## src/rtl/vram_pkg.sv

```systemverilog
// Shared sizes and enums for the frame-buffer VRAM arbiter.
package vram_pkg;

    localparam int ADDR_W     = 18;
    localparam int DATA_W     = 3;
    localparam int DEPTH      = 153600;
    localparam int FIFO_DEPTH = 4;

    typedef enum logic [1:0] {
        IDLE,
        DRAIN,
        CLEAR
    } clr_state_t;

    typedef enum logic [1:0] {
        G_NONE,
        G_DISP,
        G_CLR,
        G_CPU
    } grant_t;

endpackage

```

## src/rtl/sync_fifo.sv

```systemverilog
// Small synchronous FIFO with first-word fall-through read data.
module sync_fifo #(
    parameter int WIDTH = 21,
    parameter int DEPTH = 4
) (
    input  logic             clk_25MHz,
    input  logic             reset,
    input  logic             push,
    input  logic             pop,
    input  logic [WIDTH-1:0] wdata,
    output logic [WIDTH-1:0] rdata,
    output logic             full,
    output logic             empty
);

    localparam int AW = $clog2(DEPTH);

    logic [WIDTH-1:0] mem [DEPTH];
    logic [AW:0]      wr_ptr;
    logic [AW:0]      rd_ptr;
    logic             do_push;
    logic             do_pop;

    // Pointers carry one extra wrap bit so full and empty are distinguishable.
    assign empty   = (wr_ptr == rd_ptr);
    assign full    = (wr_ptr[AW] != rd_ptr[AW]) && (wr_ptr[AW-1:0] == rd_ptr[AW-1:0]);
    assign do_push = push && !full;
    assign do_pop  = pop && !empty;
    assign rdata   = mem[rd_ptr[AW-1:0]];

    always_ff @(posedge clk_25MHz or posedge reset) begin
        if (reset) begin
            wr_ptr <= '0;
            rd_ptr <= '0;
        end else begin
            if (do_push) wr_ptr <= wr_ptr + (AW+1)'(1);
            if (do_pop)  rd_ptr <= rd_ptr + (AW+1)'(1);
        end
    end

    always_ff @(posedge clk_25MHz) begin
        if (do_push) mem[wr_ptr[AW-1:0]] <= wdata;
    end

endmodule

```

## src/rtl/vram_arbiter.sv

```systemverilog
// Single-port VRAM arbiter: display fetch first, then screen clear, then buffered CPU writes.
module vram_arbiter #(
    parameter int ADDR_W     = vram_pkg::ADDR_W,
    parameter int DATA_W     = vram_pkg::DATA_W,
    parameter int DEPTH      = vram_pkg::DEPTH,
    parameter int FIFO_DEPTH = vram_pkg::FIFO_DEPTH
) (
    input  logic              clk_25MHz,
    input  logic              reset,
    input  logic              disp_req,
    input  logic [ADDR_W-1:0] disp_addr,
    output logic [DATA_W-1:0] disp_data,
    input  logic              cpu_wr_valid,
    output logic              cpu_wr_ready,
    input  logic [ADDR_W-1:0] cpu_wr_addr,
    input  logic [DATA_W-1:0] cpu_wr_data,
    input  logic              clr_start,
    input  logic [DATA_W-1:0] clr_color,
    output logic              clr_busy,
    output logic [ADDR_W-1:0] vram_addr,
    output logic              vram_we,
    output logic [DATA_W-1:0] vram_wdata,
    input  logic [DATA_W-1:0] vram_rdata
);

    import vram_pkg::*;

    localparam int FW = ADDR_W + DATA_W;

    clr_state_t        state;
    clr_state_t        state_nxt;
    grant_t            grant;
    logic [ADDR_W-1:0] last_disp_addr;
    logic              last_disp_vld;
    logic              rdy_en;
    logic [ADDR_W-1:0] clr_cnt;
    logic [DATA_W-1:0] clr_color_q;
    logic              clr_last;
    logic              disp_new;
    logic              fifo_push;
    logic              fifo_pop;
    logic              fifo_full;
    logic              fifo_empty;
    logic [FW-1:0]     fifo_wdata;
    logic [FW-1:0]     fifo_rdata;
    logic [ADDR_W-1:0] head_addr;
    logic [DATA_W-1:0] head_data;
    logic              vld_p0;
    logic              vld_p1;

    // rdy_en keeps ready low until the first clock after reset release.
    assign cpu_wr_ready = rdy_en && !fifo_full && (state == IDLE);
    assign fifo_push    = cpu_wr_valid && cpu_wr_ready;
    assign fifo_pop     = (grant == G_CPU);
    assign fifo_wdata   = {cpu_wr_addr, cpu_wr_data};
    assign {head_addr, head_data} = fifo_rdata;
    assign clr_busy     = (state != IDLE);
    assign clr_last     = (clr_cnt == ADDR_W'(DEPTH - 1));
    assign disp_new     = disp_req && (!last_disp_vld || (disp_addr != last_disp_addr));

    sync_fifo #(
        .WIDTH (FW),
        .DEPTH (FIFO_DEPTH)
    ) u_fifo (
        .clk_25MHz (clk_25MHz),
        .reset     (reset),
        .push      (fifo_push),
        .pop       (fifo_pop),
        .wdata     (fifo_wdata),
        .rdata     (fifo_rdata),
        .full      (fifo_full),
        .empty     (fifo_empty)
    );

    always_comb begin
        grant = G_NONE;
        if (disp_new)           grant = G_DISP;
        else if (state == CLEAR) grant = G_CLR;
        else if (!fifo_empty)   grant = G_CPU;
    end

    always_comb begin
        state_nxt = state;
        case (state)
            IDLE:    if (clr_start) state_nxt = DRAIN;
            DRAIN:   if (fifo_empty) state_nxt = CLEAR;
            CLEAR:   if ((grant == G_CLR) && clr_last) state_nxt = IDLE;
            default: state_nxt = IDLE;
        endcase
    end

    always_ff @(posedge clk_25MHz or posedge reset) begin
        if (reset) state <= IDLE;
        else       state <= state_nxt;
    end

    always_ff @(posedge clk_25MHz or posedge reset) begin
        if (reset) begin
            clr_cnt     <= '0;
            clr_color_q <= '0;
        end else begin
            if ((state == IDLE) && clr_start) clr_color_q <= clr_color;
            if ((state == DRAIN) && fifo_empty) clr_cnt <= '0;
            else if (grant == G_CLR)            clr_cnt <= clr_cnt + ADDR_W'(1);
        end
    end

    always_ff @(posedge clk_25MHz or posedge reset) begin
        if (reset) begin
            last_disp_vld  <= 1'b0;
            last_disp_addr <= '0;
            rdy_en         <= 1'b0;
        end else begin
            rdy_en <= 1'b1;
            if (!disp_req) begin
                last_disp_vld <= 1'b0;
            end else if (grant == G_DISP) begin
                last_disp_vld  <= 1'b1;
                last_disp_addr <= disp_addr;
            end
        end
    end

    // Stage p0: granted access registered onto the VRAM port.
    always_ff @(posedge clk_25MHz or posedge reset) begin
        if (reset) begin
            vram_addr  <= '0;
            vram_we    <= 1'b0;
            vram_wdata <= '0;
            vld_p0     <= 1'b0;
        end else begin
            vram_we <= 1'b0;
            vld_p0  <= (grant == G_DISP);
            case (grant)
                G_DISP: vram_addr <= disp_addr;
                G_CLR: begin
                    vram_addr  <= clr_cnt;
                    vram_we    <= 1'b1;
                    vram_wdata <= clr_color_q;
                end
                G_CPU: begin
                    if (head_addr < ADDR_W'(DEPTH)) begin
                        vram_addr  <= head_addr;
                        vram_we    <= 1'b1;
                        vram_wdata <= head_data;
                    end
                end
                default: ;
            endcase
        end
    end

    // Stage p1: VRAM samples the address; stage p2: read data captured for display.
    always_ff @(posedge clk_25MHz or posedge reset) begin
        if (reset) begin
            vld_p1    <= 1'b0;
            disp_data <= '0;
        end else begin
            vld_p1 <= vld_p0;
            if (vld_p1) disp_data <= vram_rdata;
        end
    end

endmodule

```

## config.mk

```make
export PLATFORM = sky130hd
export DESIGN_NAME = vram_arbiter
export DESIGN_NICKNAME = d
export VERILOG_FILES = /design/src/rtl/vram_pkg.sv /design/src/rtl/sync_fifo.sv /design/src/rtl/vram_arbiter.sv
export SDC_FILE = /design/constraint.sdc
export NUM_CORES = 1
export LEC_CHECK = 0
export BUFFER_PORTS_ARGS = -buffer_cell sky130_fd_sc_hd__buf_2
export CAP_MARGIN = 20
export CORE_ASPECT_RATIO = 2
export CORE_MARGIN = 2
export CORE_UTILIZATION = 58
export CTS_BUF_LIST = sky130_fd_sc_hd__clkbuf_4 sky130_fd_sc_hd__clkbuf_8 sky130_fd_sc_hd__clkbuf_16
export DETAILED_ROUTE_END_ITERATION = 7
export MAX_ROUTING_LAYER = met4
export PLACE_DENSITY = 0.76
export SLEW_MARGIN = 20
export SYNTH_ARGS = -nofsm -noshare
export SYNTH_HDL_FRONTEND = slang
export SYNTH_SLANG_ARGS = --single-unit
```

## constraint.sdc

```tcl
create_clock -name clk_25MHz -period 2.92 [get_ports clk_25MHz]
set_input_delay 0.146 -clock clk_25MHz [delete_from_list [all_inputs] [get_ports clk_25MHz]]
set_output_delay 0.146 -clock clk_25MHz [all_outputs]
set_load 0.05 [all_outputs]
```

==> results_dict.tcl, run 1 <==
set metrics [dict create \
    status "finished, violations left" \
    failed_checks "hold timing" \
    diodes 0 \
    worst_ep_required_time_ns 3.23 \
    io_buffers 76 \
    final_cell_area_um2 8396 \
    antenna_found_initial 0 \
    die_h_um 157.5 \
    path_clk_slew_ns 0.07 \
    clkSinkCount 160 \
    drv_cap 0 \
    reg2reg_from "u_fifo.rd_ptr[0]$_DFFE_PP0P_" \
    layout_common_cells "edfxtp_1, dfrtp_1, buf_2" \
    fin_skew_ns 0.009025 \
    drive_gt1_share_pct 25.35 \
    rsz0062_at_grt "false" \
    maxSlewViolCount 0 \
    fin_nets 678 \
    start_util_pct 58.71 \
    core_area_um2 11630 \
    wire_per_inst_um 20.24 \
    post_dp_cell_area_um2 7337 \
    grt_pass1_wl_um 24410 \
    wirelength_um 15790 \
    pre_cts_ws_ns 0.3469 \
    grt_usage_pct 27.39 \
    die_w_um 80.73 \
    insertion_delay_ns 0.43 \
    p_clk_share_pct 26.5 \
    grt_max_degree 77 \
    fmax_mhz 386.5 \
    yosys.area.top_type "edfxtp_1" \
    worstSetupEndpointType "flip-flop" \
    antenna_left 0 \
    synth.avg_cell_area_um2 13.69 \
    clockBufferDepth 2 \
    cp_slowest_stage_delay_ns 0.56 \
    layout.cells.most_common "edfxtp_1" \
    worstPathArrival_ns 2.89 \
    worstMarginPinSlew_ns 1.059 \
    grt_pass1_vias 4707 \
    power_density_nw_per_um2 1008 \
    finalCriticalPeriod_ns 2.587 \
    dieArea_um2 12710 \
    cts_made_buffers 17 \
    synth_top_area_share_pct 36.94 \
    p_leak_nw 3.378 \
    vdd_drop_max_uv 671.4 \
    hold_class "input pin to async pin" \
    tns_ns 0 \
    netlist_instances 499 \
    grt_overflow 0 \
    post-route-period-util_pct 88.60 \
    synth_nets 555 \
    worstSetupStartpointType "flip-flop" \
    hpwl_um 10920 \
    gp_congestion 0.8925 \
    synth_warnings 0 \
    ctsRootBufferMaster "clkbuf_16" \
    combPwrFrac_pct 35.4 \
    final.setup.worst_slack_ns 0.3329 \
    setup_viol 0 \
    p_sw_share_pct 39.70 \
    dr.pass1.iters 5 \
    num_io_pins 77 \
    fin_worst_hold_slack_ns -0.02349 \
    p_switching_mw 3.360 \
    synth_edf_count 84 \
    slowest_stage "mux4_2" \
    crit_type "flip-flop to flip-flop" \
    drc 0 \
    nFillCells 787 \
    syn_area_um2 6829 \
    row_count 56 \
    cts_tree "yes" \
    slew_headroom_pct 29.38 \
    cp_max_fo 11 \
    crit_chain "buf_4 > mux4_2 > and2_1 > a211oi_4 > nand2_2 > o221ai_1 > o21ai_1" \
    htree_levels 4 \
    ys_seq_area_share_pct 64.79 \
    synth.area.top_cells "edfxtp_1, dfrtp_1, mux4_2" \
    synth_seq_cells 160 \
    crit_path_start "u_fifo.rd_ptr[0]$_DFFE_PP0P_" \
    reg2reg_slack_ns 0.33 \
    cts_setup_buffers 0 \
    seq_power_share_pct 38.1 \
    synth.distinct_cells 51 \
    area_delta_synth_final_pct 22.94 \
    p_int_mw 5.103 \
    vias_per_cell 6.005 \
    synth_flop_cell "edfxtp_1" \
    async_reset_ff_share_pct 47.50 \
    vias 4684 \
    finalHoldViolations 5 \
    first_iter_violations 465 \
]
-- through the flow --
step / cells / util [%] / power [mW] / hold WS (ns)
global route: 780 / 72.18 / 8.865 / 0.002822
global placement: 704 / 63.08 / 6.081 / 0.3375
detailed placement: 704 / 63.08 / 6.187 / 0.3371
CTS: 779 / 72.03 / 8.474 / 0.001250
finish: 780 / 72.18 / 8.463 / -0.02349
floorplan: 499 / - / 5.410 / 0.2436
-- area by class of cell --
| type | count | area, um2 | area share [%] |
|---|---|---|---|
| Sequential cell | 160 | 4424 | 52.70 |
| Multi-Input combinational cell | 306 | 2252 | 26.83 |
| Timing Repair Buffer | 130 | 900.9 | 10.73 |
| Clock buffer | 17 | 425.4 | 5.067 |
| Clock inverter | 15 | 185.2 | 2.206 |
| Tap cell | 145 | 181.4 | 2.161 |
| Inverter | 7 | 26.28 | 0.3130 |
-- repair_timing --
action | CTS | global route
hold buffers | 43 | 0
gates resized for setup | 0 | 0
endpoints found under the hold margin | 112 | 0
-- path summary, 6_finish.rpt --
check | end | cells after the start
max in group asynchronous | clr_cnt[10]$_DFFE_PP0P_ | 3
min | clr_cnt[14]$_DFFE_PP0P_ | 3
min reg2reg | vld_p1$_DFF_PP0_ | 0
max | vram_addr[16]$_DFFE_PP0P_ | 7
min in group clk_25MHz | last_disp_addr[13]$_DFFE_PP0P_ | 3
max reg2reg | vram_addr[16]$_DFFE_PP0P_ | 7
-- power by group through the flow --
stage / sequential (mW) / clock, mW / combinational [mW]
4_1_cts: 3.21 / 2.27 / 2.99
6_report: 3.22 / 2.25 / 2.99
2_1_floorplan: 3.66 / 0 / 1.75
3_5_place_dp: 3.25 / 0 / 2.94
5_1_grt: 3.26 / 2.39 / 3.22
3_3_place_gp: 3.22 / 0 / 2.86
-- registers in the layout (all words and copies together) (netlist names) --
signal          count
vld_p1              1
u_fifo.mem         84
disp_data           3
state               2
vram_we             1
vld_p0              1
u_fifo.rd_ptr       3
u_fifo.wr_ptr       3
clr_cnt            18
vram_addr          18
last_disp_vld       1
last_disp_addr     18
vram_wdata          3
clr_color_q         3
rdy_en              1
-- metal layers --
metal	vias to the layer above	track usage [%]	wire, um
met4	0	15.98	815
met2	180	46.75	8585
met3	58	5.333	699
li1	2132	-	-
met1	2314	28.94	5691
met5	-	-	0
-- Yosys cell counts (4+ instances only) --
cell type  number
dfrtp_1        76
o211ai_1        8
and2_1          4
buf_6           4
ha_1            6
nand3_1        17
nor2_1         22
mux2i_1         6
nand2_1        71
or4_1           6
and3_1          6
a21oi_1         7
o31ai_1         4
xnor2_1        24
clkbuf_1       19
mux2_2         11
edfxtp_1       84
a31oi_1        10
nand4_1        11
inv_1           6
o21ai_0        10
mux4_2         21
o221ai_1       11
o21ai_1        15
-- critical path, delay by kind of cell, from the launching register on --
kind	cells	cell delay, ns
buffers and inverters	1	0.21
multiplexers	1	0.56
AND/OR/NAND/NOR	2	0.46
flip-flops	1	0.32
AO/OA/AOI/OAI	3	0.90
-- kinds of logic after synthesis --
| kind of cell | after synthesis | share of synthesized area, % |
|---|---|---|
| adders and majority gates | 6 | 1.099 |
| buffers and inverters | 33 | 2.272 |
| DFF | 160 | 64.79 |
| and+or+nand+nor | 156 | 10.90 |
| other | 1 | 0.05491 |
| AOI/OAI and AO/OA | 79 | 7.897 |
| muxes | 39 | 9.784 |
| xor gates and xnor gates | 25 | 3.206 |
Note: power is estimated with default switching activity, not from simulation.
==> run 2, diff against run 1 <==
--- a/config.mk
+++ b/config.mk
@@ -7,7 +7,6 @@
 export LEC_CHECK = 0
 export BUFFER_PORTS_ARGS = -buffer_cell sky130_fd_sc_hd__buf_2
 export CAP_MARGIN = 20
-export CORE_ASPECT_RATIO = 2
 export CORE_MARGIN = 2
 export CORE_UTILIZATION = 58
 export CTS_BUF_LIST = sky130_fd_sc_hd__clkbuf_4 sky130_fd_sc_hd__clkbuf_8 sky130_fd_sc_hd__clkbuf_16
==> run 2 against run 1 <==
  * Largest power group unchanged
  * Global-route usage down 0.80 points
  * Worst hold slack better by 0.038 ns
  * Largest cell class unchanged
  * Highest routed layer unchanged
  * Critical path type unchanged
  * Register-to-register slack better by 0.03 ns
  * The run now ends clean
==> results_dict.tcl, run 2 (synthesis gave the netlist of run 1 again) <==
set metrics [dict create \
    status "finished, final reports clean" \
    grt_max_degree 51 \
    maxSlewViolCount 0 \
    die_h_um 112.5 \
    drive_gt1_share_pct 25.24 \
    fin_worst_hold_slack_ns 0.01466 \
    met2_usage_pct 43.41 \
    vdd_drop_max_uv 654.1 \
    reg2reg_slack_ns 0.37 \
    final.setup.worst_slack_ns 0.3659 \
    busiest_layer "met2" \
    clkSinkCount 160 \
    power_density_nw_per_um2 1014 \
    wire_per_inst_um 19.62 \
    regArea_um2 4424 \
    start_util_pct 59.55 \
    layout.cells.most_common "edfxtp_1" \
    nFillCells 722 \
    antenna_found_initial 0 \
    grt_util_met1_pct 33.33 \
    slew_headroom_pct 26.14 \
    crit_path_start "u_fifo.rd_ptr[0]$_DFFE_PP0P_" \
    dieArea_um2 12660 \
    post-route-period-util_pct 87.47 \
    setup_viol 0 \
    grt_overflow 0 \
    area_delta_synth_final_pct 23.20 \
    pre_cts_ws_ns 0.3780 \
    die_w_um 112.5 \
    crit_family "compound AO/OA/AOI/OAI gates" \
    drv_cap 0 \
    grt_pass1_vias 4868 \
    path_buf_inv 1 \
    num_io_pins 77 \
    worstPathArrival_ns 2.85 \
    path_clk_slew_ns 0.06 \
    antenna_left 0 \
    wirelength_um 15250 \
    drc 0 \
    cp_max_fo 24 \
    crit_chain "buf_12 > mux4_2 > o21a_1 > a211o_1 > nand2_2 > and3_2 > a31oi_1" \
    worstRegToRegCells 7 \
    largest_reg_flops 84 \
    crit_cells 7 \
    tns_ns 0 \
    grt_usage_pct 26.59 \
    row_count 39 \
    clockBufferDepth 2 \
    htree_levels 4 \
    r2r_end "vram_wdata[0]$_DFFE_PP0P_" \
    slowest_stage "mux4_2" \
    vias_per_cell 5.958 \
    grt_pass1_wl_um 24800 \
    insertion_delay_ns 0.42 \
    fmax_mhz 391.5 \
    reg2reg_from "u_fifo.rd_ptr[0]$_DFFE_PP0P_" \
    utilization_pct 73.37 \
    hold_class "input pin to flip-flop" \
    p_leak_nw 3.366 \
    worst_ep_required_time_ns 3.22 \
    post_dp_cell_area_um2 7367 \
    ctsRootBufferMaster "clkbuf_16" \
    min_path_cells 3 \
    gp_congestion 0.8600 \
    crit_type "flip-flop to flip-flop" \
    core_area_um2 11470 \
    first_iter_violations 326 \
    worstSetupEndpointType "flip-flop" \
    dr.pass1.iters 5 \
    hold_path_end "state[0]$_DFFE_PP0P_" \
    min-delay-start "clr_start" \
    cts_tree "yes" \
    finalHoldViolations 0 \
    multi_input_area_um2 2253 \
    finalCriticalPeriod_ns 2.554 \
    hpwl_um 9709 \
    cts_made_buffers 17 \
    cp_slowest_stage_delay_ns 0.59 \
    worstSetupStartpointType "flip-flop" \
    vias 4629 \
    grt_use_met3_pct 5.184 \
    fin_skew_ns 0.007282 \
    io_buffers 76 \
    rsz0062_at_grt "false" \
    layout_common_cells "edfxtp_1, dfrtp_1, buf_2" \
    diodes 0 \
    worstMarginPinSlew_ns 1.108 \
    fin_nets 677 \
    cts_setup_buffers 0 \
    final_cell_area_um2 8413 \
]
==> run 2: final cells by class <==
class | count | share of cell area [%]
clock buffers | 18 | 5.146
clock inverters | 14 | 2.246
inverters | 7 | 0.3123
multi-input cells | 306 | 26.78
flip-flops and latches | 160 | 52.59
well taps | 143 | 2.127
repair buffers | 129 | 10.80
==> run 2: timing repair <==
action | CTS | global route
hold endpoints to repair | 147 | 0
endpoints found under the setup margin | 0 | 0
resized for setup | 0 | 0
hold buffers | 42 | 0
==> run 2: worst min-delay path, delay by kind of cell <==
| family | cells | cell delay [ns] |
|---|---|---|
| buffers and inverters | 1 | 0.10 |
| and+or+nand+nor | 1 | 0.08 |
| AOI/OAI and AO/OA | 1 | 0.06 |
==> run 2: power by group <==
group	switching (mW)	total [mW]	internal (mW)	leakage [nW]
clock network	0.883	2.32	1.44	0.288
logic	1.92	3.01	1.10	1.38
registers	0.391	3.20	2.81	1.69
==> run 2: metal layers <==
layer / wire, um / vias to the layer above / part of all wire, %
li1: - / 2123 / -
met2: 7901 / 169 / 52
met5: 0 / - / 0
met3: 724 / 34 / 4.7
met1: 6232 / 2303 / 41
met4: 388 / 0 / 2.5
==> run 2: per-stage QoR <==
stage,cells,total power [mW]
final,777,8.534
after global routing,777,8.946
after CTS,777,8.540
after detailed placement,703,6.173
after global placement,703,6.073
after floorplan,499,5.410
==> run 2: worst max-delay path by stage <==
stage                                end  slack (ns)
2_1_floorplan   vram_addr[4]$_DFFE_PP0P_        0.61
6_report       vram_wdata[0]$_DFFE_PP0P_        0.37
3_3_place_gp   vram_addr[16]$_DFFE_PP0P_        0.43
5_1_grt        vram_addr[13]$_DFFE_PP0P_        0.22
3_5_place_dp   vram_wdata[0]$_DFFE_PP0P_        0.38
4_1_cts        vram_wdata[0]$_DFFE_PP0P_        0.35
